### src/rtl/clk_div_prog.sv
// Programmable clock divider: divides clk by a runtime divisor N >= 2, producing a
// registered divided clock and a one-cycle period tick. New divisors arrive over a
// valid/ready handshake and take effect only at a period boundary.
module clk_div_prog #(
    parameter int unsigned WIDTH       = 8,
    parameter int unsigned DEFAULT_DIV = 2
) (
    input  logic             clk,
    input  logic             reset,
    input  logic             en,
    input  logic [WIDTH-1:0] div_in,
    input  logic             div_valid,
    output logic             div_ready,
    output logic             cfg_err,
    output logic [WIDTH-1:0] div_cur,
    output logic             clk_out,
    output logic             tick
);

    typedef enum logic [1:0] {
        IDLE    = 2'd0,
        RUN     = 2'd1,
        PENDING = 2'd2
    } state_t;

    state_t           state;
    state_t           state_nx;
    logic [WIDTH-1:0] cnt;
    logic [WIDTH-1:0] cnt_nx;
    logic [WIDTH-1:0] pend_div;
    logic [WIDTH-1:0] pend_div_nx;
    logic [WIDTH-1:0] div_cur_nx;
    logic             clk_out_nx;
    logic             tick_nx;
    logic             cfg_err_nx;

    logic [WIDTH-1:0] hi;
    logic [WIDTH-1:0] last;
    logic             wrap;
    logic             legal;
    logic             xfer;
    logic             run_nx;

    // Ready is a pure decode of state: only a held pending divisor blocks new requests
    assign div_ready = (state != PENDING);

    // Period decode for the divisor in effect: high phase length and wrap point
    always_comb begin
        hi    = div_cur - (div_cur >> 1);
        last  = div_cur - WIDTH'(1);
        wrap  = (cnt == last);
        legal = (div_in >= WIDTH'(2));
        xfer  = div_valid && div_ready;
    end

    // Next-state, counter, divisor and output decode
    always_comb begin
        state_nx    = state;
        cnt_nx      = cnt;
        div_cur_nx  = div_cur;
        pend_div_nx = pend_div;
        cfg_err_nx  = 1'b0;

        case (state)
            IDLE: begin
                if (en) begin
                    state_nx = RUN;
                    cnt_nx   = '0;
                end
            end
            RUN: begin
                if (!en) begin
                    state_nx = IDLE;
                    cnt_nx   = '0;
                end else begin
                    cnt_nx = wrap ? '0 : cnt + WIDTH'(1);
                    // A legal divisor waits for the next wrap; the current period completes
                    if (xfer && legal) begin
                        state_nx    = PENDING;
                        pend_div_nx = div_in;
                    end
                end
            end
            PENDING: begin
                if (!en) begin
                    state_nx   = IDLE;
                    cnt_nx     = '0;
                    div_cur_nx = pend_div;
                end else if (wrap) begin
                    state_nx   = RUN;
                    cnt_nx     = '0;
                    div_cur_nx = pend_div;
                end else begin
                    cnt_nx = cnt + WIDTH'(1);
                end
            end
            default: begin
                state_nx = IDLE;
                cnt_nx   = '0;
            end
        endcase

        // Idle, or running with en low, applies a legal divisor immediately
        if (xfer) begin
            if (!legal) begin
                cfg_err_nx = 1'b1;
            end else if (state == IDLE || !en) begin
                div_cur_nx = div_in;
            end
        end

        // cnt_nx is 0 whenever div_cur changes, so using the old divisor for hi is safe
        run_nx     = (state_nx != IDLE);
        clk_out_nx = run_nx && (cnt_nx < hi);
        tick_nx    = run_nx && (cnt_nx == '0);
    end

    // State and output registers with synchronous reset
    always_ff @(posedge clk) begin
        if (reset) begin
            state    <= IDLE;
            cnt      <= '0;
            pend_div <= '0;
            div_cur  <= WIDTH'(DEFAULT_DIV);
            clk_out  <= 1'b0;
            tick     <= 1'b0;
            cfg_err  <= 1'b0;
        end else begin
            state    <= state_nx;
            cnt      <= cnt_nx;
            pend_div <= pend_div_nx;
            div_cur  <= div_cur_nx;
            clk_out  <= clk_out_nx;
            tick     <= tick_nx;
            cfg_err  <= cfg_err_nx;
        end
    end

endmodule

### config.mk
export PLATFORM = sky130hd
export DESIGN_NAME = clk_div_prog
export DESIGN_NICKNAME = d
export VERILOG_FILES = /design/src/rtl/clk_div_prog.sv
export SDC_FILE = /design/constraint.sdc
export NUM_CORES = 1
export LEC_CHECK = 0
export CORE_MARGIN = 1
export CORE_UTILIZATION = 40
export DETAILED_ROUTE_END_ITERATION = 8
export PLACE_DENSITY_LB_ADDON = 0.3
export SLEW_MARGIN = 20
export SYNTH_ARGS = -nofsm -noshare
export SYNTH_HDL_FRONTEND = slang
export SYNTH_SLANG_ARGS = --single-unit
### constraint.sdc
create_clock -name clk -period 6.5 [get_ports clk]
set_clock_uncertainty 0.05 [all_clocks]
set_input_delay 1.625 -clock clk [delete_from_list [all_inputs] [get_ports clk]]
set_output_delay 1.625 -clock clk [all_outputs]
set_load 0.01 [all_outputs]
==> impl_results.md, run 1 <==
* Clk slew on worst S/H paths at 70 ps
* Share of layout cells above drive strength 1 at between 10% and 20%
* Post-Syn Instances at roughly 270
* P&R area growth vs syn at 16.7%
* Via count at roughly 1800
* Io pins at 24
* Total GRT Usage at a little under a fifth
* Number of H-tree levels at 2
* Setup crit start kind: input pin
* Fill cells at 523
* Multi-input logic area at 1580 um^2
* Slew @ Worst Pin at 956 ps
* WHS at 445 ps
* Via density at slightly above 5
* First-pass detailed-route iteration total at 4
* CP dominant cell by count: inv_1
* Post-synth ARST share at 0%
* Sequential element share of the synthesized area at around 25%
* Hold-fix buffers, CTS at 0
* DPL Wire Length at approximately 4.0 mm
* Die width at 77.8 um
* DR iter-0 viols at 74
* Place WS at roughly 2000 ps
* Die ar. at between 6000 and 7000 um^2
* Skew-Pair Late Insertion Delay at roughly 290 ps
* Peak per-stage delay on the critical path at 650 ps
* Tightest Hold Check Type: reg -> reg
* Status: completed
* Initial Util at approximately two fifths
* Final Hold Vio Count at 0
* CP Buf/Inv Count at 3
* Height of the chip at approximately 78 um
* Sequential cell area at 581 um^2
* Cells after DPL at 351
* Routed Antenna Nets at 0
* Max clock buf depth at 2
* N_diodes at 0
* Delay-heaviest family, CP: simple AND/OR/NAND/NOR gates
* CP required at 6640 ps
* Crit-path max FO at 8
* Minimum clock period at approximately 4200 ps
* Yosys cell types at 57
* CTS root buffer: clkbuf_8
* Most frequent cells after synthesis: dfxtp_1, ha_1, inv_1, nor2_1, nand2_1
* Worst endpoint data arrival time at roughly 4400 ps
* Leakage at around 1.1 nW
* Gpl congestion at ~0.86
* Post-Syn Area at about 2300 um^2
* Pwr/cell area at about 200 nW/um^2
* WL final at approximately 5.1 mm
* RSZ-0062 raised after global routing: no
* Crit share post-route at about two thirds
* Setup TNS at 0 ps
* Crit path cell chain: clkdlybuf4s50_1 -> inv_1 -> nand2_1 -> nor2_1 -> a2bb2oi_1 -> inv_1 -> ha_1 -> nand4_1 -> or4b_2 -> o221a_2
* Cell taking the most area after synthesis: dfxtp_1
* # clock sinks at 29
* Maximum VDD drop at between 0.0001 and 0.00015 V
* Gr ovfl total at 0
* CP max stage cell: or4b_2
* Highest clock rate at 236 MHz
* Slew Limit Fails at 0
* Synth top area share at between 20% and 30%
* Drt wl/cell at ~14 um
* Remaining DRCs at 0
* Seq cells post-synth at 29
* Synth Area per Inst at approximately 8.6 um^2
* Worst Setup End Kind: flop
* IO Port Bufs at 23
* MaxCap Viol Count at 0
* Rows at 27
* Critical path type: in -> reg
* CTS resizes at 0
* Core area at about 5500 um^2
* Num CTS Buffers at 5
* Cell with the most instances after synthesis: dfxtp_1
* Final worst slack at ~2300 ps
* Vias in the first global route at approximately 1800
* TritonCTS clock tree: done
* Top post-synthesis cells by area: dfxtp_1, ha_1, mux2i_1, xnor2_1, a21oi_1
* First-pass GRT wire length at around 8.4 mm
* Largest net degree at the start of global routing at 22
* Synth warnings at 0
* Worst slew margin at between 30% and 40%
* Syn Nets at approximately 300
* Primary FF master, synth: dfxtp_1
* Non-Filler Instances at between 300 and 400
* Initial antenna violation count at 0
* Final nets at between 300 and 400
* Post-CTS setup buffers at 0
* EDFF count, synth at 0
* Final setup viols at 0
==> cells by family (layout without fill, tap and decap cells) <==
family / after synthesis / count (layout) / synth area share [%]
AOI/OAI and AO/OA: 61 / 61 / 18.9
xor gates and xnor gates: 22 / 22 / 9.04
DFF: 29 / 29 / 25.3
and+or+nand+nor: 79 / 79 / 17.9
muxes: 16 / 16 / 7.19
buffers and inverters: 32 / 52 / 6.15
adders and majority gates: 28 / 28 / 15.6
==> tightest hold or removal path, cell delays in order, from the launching register on <==
cell	delay, ps
dfxtp_1	330
mux2i_1	60
nor2_1	70
==> state kept, by name, indices dropped and copies added (netlist names) <==
name	count
cfg_err	1
div_cur	8
pend_div	8
clk_out	1
cnt	8
state	2
tick	1
==> layout make-up <==
| type | instances | area share [%] |
|---|---|---|
| sequential | 29 | 21.7 |
| inverter | 21 | 2.94 |
| clock buffer | 6 | 3.08 |
| multi-input combinational | 206 | 59.0 |
| timing repair buffer | 23 | 8.59 |
| tap | 72 | 3.36 |
| clock inverter | 2 | 1.40 |
==> where the power goes <==
group | internal, mW | total, mW | switching (mW)
registers | 0.185 | 0.194 | 0.00948
logic | 0.0650 | 0.139 | 0.0738
clock network | 0.125 | 0.201 | 0.0764
==> final timing paths <==
path	from	endpoint	slack, ps	cells past startpoint
setup / recovery	en	clk_out	2260	10
hold / removal	pend_div[4]	pend_div[4]	440	2
setup reg to reg	div_cur[0]	clk_out	2580	13
hold reg to reg	pend_div[4]	pend_div[4]	440	2
==> metal layers <==
layer | GRT usage (%) | wire length, um | vias up
met5 | 0 | 0 | -
li1 | - | - | 966
met3 | 3.53 | 130 | 7
met1 | 22.6 | 2460 | 838
met4 | 5.09 | 52 | 0
met2 | 31.2 | 2410 | 25
==> layout by cell type (no fill, tap or decap), types with 2 or more instances in the layout <==
master,netlist,final
nor3_1,6,6
a21o_1,4,4
mux2i_1,15,15
o21bai_1,4,4
dfxtp_1,29,29
o21ai_0,14,14
o211ai_1,2,2
nor4_1,2,2
and3_1,3,3
clkbuf_8,0,6
ha_1,27,27
nand2b_1,4,4
nor2b_1,8,8
xor2_1,7,7
a21oi_1,16,16
nand2_1,17,17
nor2_1,21,21
inv_1,21,21
nand3_1,5,5
a31oi_1,2,2
xnor2_1,13,13
or2_2,4,4
clkdlybuf4s50_1,0,23
==> metrics by stage <==
stage	cell area (um^2)	power, mW	util, %
CTS	2680	0.539	48.7
global route	2680	0.563	48.7
global placement	2560	0.336	46.5
finish	2680	0.534	48.7
detailed placement	2560	0.337	46.5
floorplan	2300	0.295	-
(Power assumes the default switching activity.)
==> inputs of run 2 (changes only) <==
Clock period 6.5 ns to 3.75 ns, I/O delays scaled along.
==> run 2 against run 1 <==
Compared with the run above:
- die area did not move
- setup slack worse by 2100 ps
- via count grew 5.2%
- non-clock buffer count grew 15
- hold slack gained 1.7 ps
- sequential power is 71% higher
- global-route usage is 0.95 points higher
- critical path type is now reg -> reg
- largest cell class unchanged
- largest power group is now sequential cells
- highest routed layer unchanged
==> impl_results.md, run 2 (same netlist as run 1, synthesis figures left out) <==
* Crit share post-route at a little over nine tenths
* Total GRT Usage at 19.0% (was 18.0%)
* Io pins at 24 (unchanged)
* Post-CTS setup buffers at 0 (unchanged)
* Rows at 27 (unchanged)
* Remaining DRCs at 0 (unchanged)
* Crit-path max FO at 6 (was 8)
* Setup crit start kind: flop (was input pin)
* WHS at 446 ps (was 445 ps)
* Final setup viols at 0 (unchanged)
* P&R area growth vs syn at 19.9% (was 16.7%)
* CP required at 3880 ps (was 6640 ps)
* MaxCap Viol Count at 0 (unchanged)
* Design Area, Final at 2760 um^2 (was 2680 um^2)
* Combinational Power Share at 30.6% (was 26.0%)
* Slew @ Worst Pin at 624 ps (was 956 ps)
* Max clock buf depth at 2 (unchanged)
* Final nets at 341 (was 326)
* Final Core Density at 50.0% (was 48.7%)
* Clk slew on worst S/H paths at 70 ps (about the same)
* Worst slew margin at 58.3% (was 36.1%)
* CTS resizes at 0 (unchanged)
* DR iter-0 viols at 88 (was 74)
* Setup TNS at 0 ps (unchanged)
* Drt wl/cell at 13.6 um (was 14.1 um)
* # clock sinks at 29 (unchanged)
* CP max stage cell: or4b_2 (unchanged)
* Leakage at 1.18 nW (was 1.12 nW)
* Die width at 77.8 um (unchanged)
* Routed Antenna Nets at 0 (unchanged)
* Wire length on met3 at 168 um (was 130 um)
* First-pass GRT wire length at 8.84 mm (was 8.39 mm)
* Net switching power figure at 0.273 mW (was 0.160 mW)
* Place WS at 184 ps (was 1970 ps)
* Commonest non-fill, non-tap cell in the layout: dfxtp_1 (unchanged)
* Clock share of power at 30.2% (was 37.6%)
* TritonCTS clock tree: done (unchanged)
* Pwr/cell area at 306 nW/um^2 (was 199 nW/um^2)
* Gpl congestion at 0.858 (was 0.861)
* Most frequent cells in the layout: dfxtp_1, ha_1, clkdlybuf4s50_1 (unchanged)
* Largest net degree at the start of global routing at 21 (was 22)
* Maximum VDD drop at 0.000165 V (was 0.000119 V)
* IO Port Bufs at 23 (unchanged)
* CP Buf/Inv Count at 1 (was 3)
* Via count at 1932 (was 1836)
* Tightest Hold Check Type: reg -> reg (unchanged)
* Regs by FF count: cnt (8), div_cur (8), pend_div (8) (unchanged)
* Initial antenna violation count at 0 (unchanged)
* Wl on met1 at 2.45 mm (was 2.46 mm)
* Share of layout cells above drive strength 1 at 14.6% (was 10.5%)
* Int Power at 0.571 mW (was 0.374 mW)
* Minimum clock period at ~3600 ps
* Sw Ratio at 32.4% (was 29.9%)
* Part of the power in registers at 39.2% (was 36.4%)
* Height of the chip at 77.8 um (unchanged)
* Worst endpoint data arrival time at 3690 ps (was 4380 ps)
* Skew-Pair Late Insertion Delay at 280 ps (was 290 ps)
* Initial Util at 41.7% (unchanged)
* CTS root buffer: clkbuf_8 (unchanged)
* N_diodes at 0 (unchanged)
* Vias in the first global route at 1845 (was 1776)
* Worst Setup End Kind: flop (unchanged)
* Delay-heaviest family, CP: compound AO/OA/AOI/OAI gates (was simple AND/OR/NAND/NOR gates)
* WL final at 5.09 mm (was 5.06 mm)
* Gr ovfl total at 0 (unchanged)
* Fill cells at 525 (was 523)
* Setup slack, reg-to-reg at 190 ps (was 2580 ps)
* Final worst slack at 193 ps (was 2260 ps)
* Highest clock rate at 281 MHz
* Die ar. at 6050 um^2 (unchanged)
* Placed Area at 2670 um^2 (was 2560 um^2)
* Final Hold Vio Count at 0 (unchanged)
* Via density at 5.17 (was 5.11)
* DPL Wire Length at 4.04 mm (was 3.99 mm)
* Number of H-tree levels at 2 (unchanged)
* First-pass detailed-route iteration total at 4 (unchanged)
* Critical path type: reg -> reg (was in -> reg)
* Peak per-stage delay on the critical path at 650 ps (about the same)
* Status: completed (unchanged)
* Core area at 5510 um^2 (unchanged)
* Hold-fix buffers, CTS at 0 (unchanged)
* Met2 WL at 2.38 mm (was 2.41 mm)
* CP dominant cell by count: ha_1 (was inv_1)
* Crit path cell chain: inv_1 -> ha_1 -> a21bo_2 -> a21oi_1 -> o2111ai_2 -> o31ai_2 -> o21ai_0 -> ha_1 -> nand4_1 -> or4b_2 -> o221a_2 (was clkdlybuf4s50_1 -> inv_1 -> nand2_1 -> nor2_1 -> a2bb2oi_1 -> inv_1 -> ha_1 -> nand4_1 -> or4b_2 -> o221a_2)
* Num CTS Buffers at 5 (unchanged)
* Slew Limit Fails at 0 (unchanged)
* Top layer reached by signal wires: met4 (unchanged)
* RSZ-0062 raised after global routing: no (unchanged)
run 2: path summary, 6_finish.rpt:
kind	from	endpoint	cells past startpoint
setup / recovery	div_cur[2]	clk_out	11
hold / removal	pend_div[2]	pend_div[2]	2
setup reg to reg	div_cur[2]	clk_out	11
hold reg to reg	pend_div[2]	pend_div[2]	2
run 2: cell type report:
cell class / count / area [um^2] / area share, %
clock buffer: 6 / 72.6 / 2.63
clock inverter: 2 / 10.0 / 0.363
inverter: 21 / 78.8 / 2.86
multi-input combinational: 206 / 1580 / 57.4
sequential: 29 / 581 / 21.1
tap: 72 / 90.1 / 3.27
timing repair buffer: 38 / 343 / 12.4
run 2: power by group through the flow:
stage / registers, mW / clock network (mW) / logic [mW]
final: 0.331 / 0.255 / 0.258
after floorplan: 0.342 / 0 / 0.170
after global placement: 0.337 / 0 / 0.255
after global routing: 0.332 / 0.278 / 0.289
after detailed placement: 0.337 / 0 / 0.259
after CTS: 0.330 / 0.266 / 0.261
run 2: layer usage:
metal	GRT usage, %	vias to the layer above
met5	0	-
met1	23.7	881
met3	3.76	10
li1	-	1004
met4	6.98	0
met2	32.0	37
run 2: worst register-to-register path, delay by kind of cell (launching register included):
family / cells / cell delay, ps
simple gates: 2 / 770
flops: 1 / 330
fa+ha+maj: 2 / 590
buf+inv: 1 / 90
compound gates: 6 / 1640
run 2: per-stage QoR:
step           instances  power, mW
2_1_floorplan        267      0.512
3_3_place_gp         366      0.592
3_5_place_dp         366      0.596
4_1_cts              374      0.857
5_1_grt              374      0.900
6_report             374      0.844
==> inputs of run 3 (changes only) <==
Settings changed: GPL_TIMING_DRIVEN set to 0, SKIP_CTS_REPAIR_TIMING set to 1.
==> run 3 against run 2 <==
Compared with the run above:
- routed wire length increased by 4.1%
- final cell count increased by 0.27%
- power increased by 12%
- sequential power increased by 2%
- die area unchanged
- flip-flop and latch count unchanged
- clock-buffer cell count increased by 1
- critical path depth increased by 2
- via count increased by 1.4%
==> impl_results.md, run 3 (same netlist as run 1, synthesis figures left out) <==
* Initial Util at 41.7% (unchanged)
* Worst slew margin at 63.1% (was 58.3%)
* Delay-heaviest family, CP: simple AND/OR/NAND/NOR gates (was compound AO/OA/AOI/OAI gates)
* Initial antenna violation count at 0 (unchanged)
* Via count at 1960 (was 1932)
* IO Port Bufs at 23 (unchanged)
* WL final at 5.30 mm (was 5.09 mm)
* Via density at 5.23 (was 5.17)
* Most frequent cells in the layout: ha_1, dfxtp_1, clkdlybuf4s50_1 (was dfxtp_1, ha_1, clkdlybuf4s50_1)
* Skew-Pair Late Insertion Delay at 290 ps (was 280 ps)
* DPL Wire Length at 4.01 mm (was 4.04 mm)
* Remaining DRCs at 0 (unchanged)
* Worst Setup End Kind: flop (unchanged)
* Vias in the first global route at 1845 (unchanged)
* Final Hold Vio Count at 0 (unchanged)
* TritonCTS clock tree: done (unchanged)
* N_diodes at 0 (unchanged)
* Rows at 27 (unchanged)
* Crit path cell chain: inv_1 -> ha_1 -> a21bo_2 -> a21oi_2 -> o2111ai_4 -> nor3_4 -> o31ai_1 -> a21oi_1 -> nor2_1 -> ha_1 -> nand4_1 -> or4b_2 -> o221a_2 (was inv_1 -> ha_1 -> a21bo_2 -> a21oi_1 -> o2111ai_2 -> o31ai_2 -> o21ai_0 -> ha_1 -> nand4_1 -> or4b_2 -> o221a_2)
* Fill cells at 521 (was 525)
* Combinational Power Share at 27.5% (was 30.6%)
* Max clock buf depth at 2 (unchanged)
* Non-Filler Instances at 375 (was 374)
* Minimum clock period at 3600 ps (was 3560 ps)
* MaxCap Viol Count at 0 (unchanged)
* Regs by FF count: cnt (8), div_cur (8), pend_div (8) (unchanged)
* Total GRT Usage at 18.3% (was 19.0%)
* First-pass GRT wire length at 8.72 mm (was 8.84 mm)
* Die width at 77.8 um (unchanged)
* Final setup viols at 0 (unchanged)
* Number of H-tree levels at 2 (unchanged)
* First-pass detailed-route iteration total at 4 (unchanged)
* Die ar. at 6050 um^2 (unchanged)
* Gpl congestion at 0.813 (was 0.858)
* CP max stage cell: or4b_2 (unchanged)
* Slew @ Worst Pin at 553 ps (was 624 ps)
* Core area at 5510 um^2 (unchanged)
* Routed Antenna Nets at 0 (unchanged)
* Setup crit start kind: flop (unchanged)
* Clock share of power at 36.9% (was 30.2%)
* Commonest non-fill, non-tap cell in the layout: ha_1 (was dfxtp_1)
* Crit-path max FO at 8 (was 6)
* Status: completed (unchanged)
* # clock sinks at 29 (unchanged)
* Setup TNS at 0 ps (unchanged)
* CP Buf/Inv Count at 1 (unchanged)
* Cells after DPL at 362 (was 366)
* Final nets at 342 (was 341)
* Sw Ratio at 30.1% (was 32.4%)
* Height of the chip at 77.8 um (unchanged)
* Largest net degree at the start of global routing at 11 (was 21)
* Io pins at 24 (unchanged)
* Share of layout cells above drive strength 1 at 16.8% (was 14.6%)
* Num CTS Buffers at 5 (unchanged)
* WHS at 446 ps (about the same)
* Crit share post-route at 96.1% (was 94.9%)
* Tightest Hold Check Type: reg -> reg (unchanged)
* Gr ovfl total at 0 (unchanged)
* Multi-input logic area at 1630 um^2 (was 1580 um^2)
* CP dominant cell by count: ha_1 (unchanged)
* Worst hold start: pend_div[3] (was pend_div[2])
* Leakage at 1.20 nW (was 1.18 nW)
* CP startpoint: div_cur[0] (was div_cur[2])
* Critical path type: reg -> reg (unchanged)
* Sequential cell area at 588 um^2 (was 581 um^2)
* CTS root buffer: clkbuf_8 (unchanged)
* Int Power at 0.659 mW (was 0.571 mW)
* Pwr/cell area at 333 nW/um^2 (was 306 nW/um^2)
* Maximum VDD drop at 0.000181 V (was 0.000165 V)
* Worst endpoint data arrival time at 3740 ps (was 3690 ps)
* CP required at 3890 ps (was 3880 ps)
* DR iter-0 viols at 125 (was 88)
* Highest clock rate at 277 MHz (was 281 MHz)
* Net switching power figure at 0.284 mW (was 0.273 mW)
* P&R area growth vs syn at 23.3% (was 19.9%)
* Peak per-stage delay on the critical path at 660 ps (was 650 ps)
* Worst R2R Start: div_cur[0] (was div_cur[2])
* Clk slew on worst S/H paths at 80 ps (was 70 ps)
* Part of the power in registers at 35.6% (was 39.2%)
* Slew Limit Fails at 0 (unchanged)
* Drt wl/cell at 14.1 um (was 13.6 um)
-- run 3: changes by cell type in the layout (fill, tap and decap cells not counted), sizes merged --
cell	change
clkinv	-2
clkbuf	+5
buf	-3
bufinv	+1
-- run 3: worst min-delay path: cells and delay by family (launching register included) --
| kind | cells | cell delay [ps] |
|---|---|---|
| DFF | 1 | 330 |
| muxes | 1 | 70 |
| and+or+nand+nor | 1 | 70 |
-- run 3: routing by layer --
layer  wire length (um)  global-route usage, %  up-vias  share of wire, %
li1                   -                      -      997                 -
met1               2510                   24.1      904                47
met2               2540                   30.4       49                48
met3                199                   3.29       10               3.8
met4                 61                   4.91        0               1.2
met5                  0                      0        -                 0
-- run 3: worst paths after layout --
path,endpoint,slack (ps),depth (start not counted)
worst max-delay path,clk_out,150,13
worst min-delay path,pend_div[3],450,2
worst max register to register,clk_out,150,13
worst min register to register,pend_div[3],450,2
-- run 3: final cells by class --
| class | instances | area share [%] |
|---|---|---|
| multi-input combinational | 206 | 57.5 |
| sequential | 29 | 20.8 |
| timing repair buffer | 28 | 9.46 |
| tap | 72 | 3.18 |
| clock buffer | 7 | 3.05 |
| inverter | 21 | 2.78 |
| buffer | 11 | 2.21 |
| clock inverter | 1 | 1.06 |
-- run 3: power groups by stage --
stage / Clock (mW) / Sequential [mW] / Combinational (mW)
detailed placement: 0 / 0.342 / 0.244
CTS: 0.353 / 0.335 / 0.246
finish: 0.348 / 0.336 / 0.259
global route: 0.374 / 0.338 / 0.289
global placement: 0 / 0.342 / 0.239
floorplan: 0 / 0.342 / 0.170
-- run 3: per-stage QoR --
step	setup slack, ps	utilization, %	power [mW]	instance area [um^2]
2_1_floorplan	251	-	0.512	2300
3_3_place_gp	-203	47.5	0.581	2620
3_5_place_dp	-225	47.5	0.586	2620
4_1_cts	-179	49.6	0.934	2730
5_1_grt	-37.4	51.4	1.00	2830
6_report	145	51.4	0.943	2830
